### config.mk
export PLATFORM = sky130hd
export DESIGN_NAME = dest_port_decoder
export DESIGN_NICKNAME = d
export VERILOG_FILES = /design/src/rtl/dest_port_decoder.sv
export SDC_FILE = /design/constraint.sdc
export NUM_CORES = 1
export LEC_CHECK = 0
export ABC_CLOCK_PERIOD_IN_PS = 3100
export BUFFER_PORTS_ARGS = -buffer_cell sky130_fd_sc_hd__buf_2
export CORE_MARGIN = 2
export CORE_UTILIZATION = 30
export CTS_CLUSTER_SIZE = 20
export DETAILED_ROUTE_END_ITERATION = 6
export SYNTH_ARGS = -nofsm -noshare
export SYNTH_HDL_FRONTEND = slang
export SYNTH_SLANG_ARGS = --single-unit
### constraint.sdc
create_clock -name clk -period 3.1 [get_ports clk]
set_input_delay 0.31 -clock clk [delete_from_list [all_inputs] [get_ports clk]]
set_output_delay 0.31 -clock clk [all_outputs]
set_load 0.05 [all_outputs]
### src/rtl/dest_port_decoder.sv
// Destination decoder: buffers flits in a 2-entry skid FIFO and presents the head flit on a one-hot port-valid vector.
// Optional macro DEST_PORT_DECODER_DROP_CNT_EN adds a 16-bit saturating drop counter output.
module dest_port_decoder #(
    parameter int n = 4,
    parameter int m = 2,
    parameter int w = 32
) (
    input  logic         clk,
    input  logic         rst,
    input  logic         in_valid,
    output logic         in_ready,
    input  logic [m-1:0] in_dest,
    input  logic [w-1:0] in_data,
    output logic [n-1:0] out_valid,
    input  logic [n-1:0] out_ready,
    output logic [w-1:0] out_data,
`ifdef DEST_PORT_DECODER_DROP_CNT_EN
    output logic [15:0]  drop_cnt,
`endif
    output logic         drop
);

    localparam logic [m:0] N_LIMIT = (m+1)'(n);

    logic [m-1:0] dest_mem [2];
    logic [w-1:0] data_mem [2];
    logic         head_reg;
    logic         tail_reg;
    logic [1:0]   count_reg;
    logic [1:0]   count_next;
    logic         drop_reg;

    logic         accept;
    logic         in_range;
    logic         push;
    logic         pop;
    logic [m-1:0] head_dest;

    assign in_ready  = (count_reg != 2'd2);
    assign accept    = in_valid & in_ready;
    assign in_range  = ({1'b0, in_dest} < N_LIMIT);
    assign push      = accept & in_range;
    assign head_dest = dest_mem[head_reg];
    assign out_data  = data_mem[head_reg];
    assign drop      = drop_reg;

    // Only the port the head targets is lit, so this masks out_ready down to that one bit.
    assign pop = |(out_valid & out_ready);

    generate
        for (genvar gi = 0; gi < n; gi++) begin : g_decode
            localparam logic [m-1:0] IDX = m'(gi);
            assign out_valid[gi] = (count_reg != 2'd0) && (head_dest == IDX);
        end
    endgenerate

    always_comb begin
        count_next = count_reg;
        case ({push, pop})
            2'b10:   count_next = count_reg + 2'd1;
            2'b01:   count_next = count_reg - 2'd1;
            default: count_next = count_reg;
        endcase
    end

    always_ff @(posedge clk) begin
        if (rst) begin
            head_reg  <= 1'b0;
            tail_reg  <= 1'b0;
            count_reg <= 2'd0;
            drop_reg  <= 1'b0;
            for (int i = 0; i < 2; i++) begin
                dest_mem[i] <= '0;
                data_mem[i] <= '0;
            end
        end else begin
            count_reg <= count_next;
            drop_reg  <= accept & ~in_range;
            if (push) begin
                dest_mem[tail_reg] <= in_dest;
                data_mem[tail_reg] <= in_data;
                tail_reg           <= ~tail_reg;
            end
            if (pop) begin
                head_reg <= ~head_reg;
            end
        end
    end

`ifdef DEST_PORT_DECODER_DROP_CNT_EN
    logic [15:0] drop_cnt_reg;

    always_ff @(posedge clk) begin
        if (rst) begin
            drop_cnt_reg <= 16'd0;
        end else if (accept && !in_range && drop_cnt_reg != 16'hFFFF) begin
            drop_cnt_reg <= drop_cnt_reg + 16'd1;
        end
    end

    assign drop_cnt = drop_cnt_reg;
`endif

endmodule

* Word level (Yosys, flattened, before mapping)
Memory sizes are Yosys's and may differ from the RTL's. A register that Yosys moved wholly into a read port is not among the register bits. Cells that the tools add are included.
Storage, ports and cells: bits in registers 4, output and inout bits 38, input port bits 41, ROM bits 0, word-level logic and storage cells 43, RAM bits 68, bits in latches 0, memories 2
Cells by class: equal/unequal tests 6, div/mod/pow operators 0, mux-type cells 16, bitwise operators 4, add/sub/neg operators 2, shift operators 0, magnitude comparators 0, multiply operators 0, reduce and logical (&&, ||, !) cells 10
Memories:
- data_mem | depth 2, width 32, rd ports 1, clocked after Yosys merged registers in 1, write ports 2, line 26 | logic [w-1:0] data_mem [2];
- dest_mem | depth 2, width 2, rd ports 1, clocked after Yosys merged registers in 1, write ports 2, line 25 | logic [m-1:0] dest_mem [2];
Operators with widths (number):
- $mux 32 | 1
- $reduce_or 32->1 | 1
- $mux 1 | 13
- $eq 2x2->1 const B | 3
- $and 4x4->4 | 1
- $eq 2x1->1 const B | 2
- $logic_and 1x1->1 | 4
- $pmux 2 s2 | 1
- $reduce_bool 2->1 | 2
- $reduce_or 4->1 | 1
- $add 2x1->2 const B | 1
- $logic_not 2->1 | 1
- $mux 2 | 1
- $ne 2x2->1 const B | 1
- $not 1->1 | 2
- $reduce_or 2->1 | 1
- $sub 2x1->2 const B | 1
- $and 1x1->1 | 1

* Longest topological paths before layout
depth after elaboration 7, depth in mapped cells 8, mapped depth without buffers 7

* Worst setup path before layout
Ideal clock, no wire load.
kind reg-to-reg, from reg count_reg[0], to mem data_mem[0][0] (enable), clock period less this slack 3229 ps, cell stages (with the launch flop) 4, arrival 2797 ps, setup time 433 ps, slack -129 ps, data required time 2667 ps, buffers on the path 0, cells stage by stage dfxtp_1 nand2b_1 nand2_2 o21bai_1
RTL lines:
- start: declaration | line 29 | logic [1:0] count_reg;
- start signal: assignment | line 77 | count_reg <= count_next;
- end: declaration | line 26

==> results.json <==
{
  "wirelength_um": 6155,
  "cts.sinks": 73,
  "synth-warning-count": 0,
  "max_freq_ghz": 0.4500,
  "worstPathArrival_ns": 2.49,
  "row_count": 38,
  "leakage_uw": 0.001670,
  "critPathSlowestCell": "mux2_4",
  "synthesis.area_mm2": 0.003263,
  "grt_max_degree": 35,
  "die_y_um": 108.3,
  "dr.pass1.iters": 4,
  "drtAntennaViolNets": 0,
  "nFillCells": 1081,
  "path_delay_family": "multiplexers",
  "ys_types": 29,
  "max-cap-violations": 0,
  "place_congestion": 0.6898,
  "antenna_cells": 0,
  "cts_buffers": 9,
  "core_mm2": 0.01075,
  "htreeDepth": 3,
  "cts-hold-fix-buffers": 0,
  "finalSetupTns_ns": 0,
  "dr.first_iter.drc_count": 67,
  "gr-total-overflow": 0,
  "ys_ff_latch": 73,
  "final_common_cell": "buf_2",
  "viasPerCell": 4.279,
  "syn-num-nets": 259,
  "power_switching_uw": 1412,
  "grt_usage": 0.1108,
  "final_util": 0.3732,
  "post-synth-top-area-cell": "edfxtp_1",
  "insertion_delay_ns": 0.34,
  "wl_per_cell_um": 13.86,
  "worstReg2RegEnd": "count_reg[1]",
  "ioPinCount": 79,
  "die_w_um": 108.3,
  "drive_gt1_frac": 0.4507,
  "cp-start-kind": "register",
  "cp_cell_sequence": "buf_4 -> mux2_4 -> mux2i_1 -> o22ai_2 -> ha_1 -> or3_1 -> a21oi_1",
  "worst_pin_slew_ns": 0.6583,
  "pwr_density_cell_mw_per_mm2": 875.0,
  "hp-class": "input pin to register",
  "rsz0062_at_grt": "false",
  "period_minus_slack_ns": 2.222,
  "largest_reg_flops": 64,
  "cts-resized-gates": 0,
  "intPower_uw": 2096,
  "path_buf_inv": 1,
  "cts_root_buf": "clkbuf_8",
  "via_count": 1900,
  "grt_pass1_vias": 1952,
  "hold_violations": 0,
  "mostFrequentLayoutCells": "buf_2 (77), and2_1 (68), edfxtp_1 (68), mux2_2 (32), clkbuf_8 (12)",
  "route.detailed.drc": 0,
  "power_uw": 3509,
  "initial_core_util": 0.3037,
  "hpwl_um": 3956,
  "setup_viol_count_final": 0,
  "slew_headroom": 0.5597,
  "pwr-share-seq": 0.381,
  "crit_fanout": 19,
  "crit_required_ns": 3.37,
  "pwr-share-clk": 0.193,
  "whs_endpoint": "data_mem[1][11]",
  "ys_seq_area_frac": 0.6564,
  "die_area_mm2": 0.01173,
  "reg2reg_slack_ns": 0.88,
  "grt_pass1_wl_um": 9722,
  "critPathKind": "register to register",
  "antenna_found_initial": 1,
  "cts_tree": "yes",
  "min_from": "in_data[11]",
  "max_stage_delay_ns": 0.36,
  "io_buffers": 77,
  "fin_worst_skew_ns": 0.009263,
  "ir_worst_vdd_v": 0.0003634,
  "pwr-share-comb": 0.426,
  "fin_crit_sh": 0.7169,
  "swShare": 0.4025,
  "area_delta_synth_final_pct": 22.89,
  "synth_top_area_frac": 0.6258,
  "drv_slew": 0,
  "synth_area_per_cell_um2": 15.04,
  "crit_path_end_kind": "register",
  "synth.area.top_cells": "edfxtp_1 (63%), and2_1 (13%), mux2_2 (11%)",
  "clkSlewWorstSetupHoldPaths_ns": 0.08,
  "rr_worst_depth": 7,
  "ctsLongestPathBuffers": 2,
  "layout.nets": 341,
  "synthCells": 217,
  "status": "completed",
  "seqCellArea_mm2": 0.002143,
  "multi_input_comb_area_mm2": 0.001069,
  "cts_setup_buffers": 0,
  "min_path_cells": 2
}
==> synthesized netlist by cell type <==
cell / n
mux2i_1: 3
a21oi_1: 1
clkbuf_4: 1
clkbuf_2: 3
conb_1: 1
nand2_2: 1
o21bai_1: 1
edfxtp_1: 68
nand2b_1: 1
xor2_1: 2
nor2_1: 7
or2_2: 1
or3_1: 1
o22ai_2: 1
nor2b_1: 1
xnor2_1: 1
o21bai_4: 1
and2_1: 68
mux2_2: 32
mux2_1: 2
ha_1: 1
dfxtp_1: 5
clkbuf_1: 6
mux2_4: 2
o21ai_0: 2
buf_4: 1
nor3_4: 1
buf_6: 1
nor3b_4: 1
==> area by class of cell <==
type / count / share of cell area
Multi-Input combinational cell: 132 / 0.2665
Tap cell: 140 / 0.04368
Timing Repair Buffer: 83 / 0.1105
Clock buffer: 16 / 0.04493
Sequential cell: 73 / 0.5345
==> worst max path at each step <==
stage / startpoint / end / slack (ns) / cells after the start
final: register / count_reg[1] / 0.88 / 7
after global placement: register / count_reg[1] / 0.92 / 7
after floorplan: count_reg[0] / data_mem[0][0] / 0.59 / 3
after CTS: register / count_reg[1] / 0.85 / 7
after global routing: register / count_reg[1] / 0.73 / 7
after detailed placement: register / count_reg[1] / 0.88 / 7
==> per-stage QoR <==
step	hold WS [ns]	setup slack (ns)	cells	instance area (µm²)
after floorplan	0.5082	0.5912	217	3267
after global placement	0.5409	0.9201	428	3830
after detailed placement	0.5567	0.8770	428	3830
after CTS	0.2314	0.8498	444	4010
after global routing	0.2382	0.7273	444	4010
final	0.2507	0.8776	444	4010
==> per-layer routing <==
layer	vias up	global-route usage	routed length [µm]
met5	-	0	0
met4	0	0.04945	114
met1	903	0.1300	2701
met3	12	0.03134	364
li1	926	-	-
met2	59	0.1887	2975
==> logic make-up (layout without fill, tap and decap cells) <==
kind of cell             Yosys count  after routing  share of synthesized area
AO/OA/AOI/OAI                      6              6                    0.01649
XOR/XNOR                           3              3                   0.008054
adder cells (fa/ha/maj)            1              1                   0.003834
buffers and inverters             12             99                    0.01955
flip-flops                        73             73                     0.6564
multiplexers                      39             39                     0.1357
other                              1              1                   0.001149
AND/OR/NAND/NOR                   82             82                     0.1588
==> power groups by stage <==
stage                     logic, µW  registers, µW  clock network, µW
after floorplan                1210           1340                  0
after global placement         1510           1350                  0
after detailed placement       1510           1360                  0
after CTS                      1520           1340                704
after global routing           1590           1350                749
final                          1490           1340                677
(Power assumes the default switching activity.)
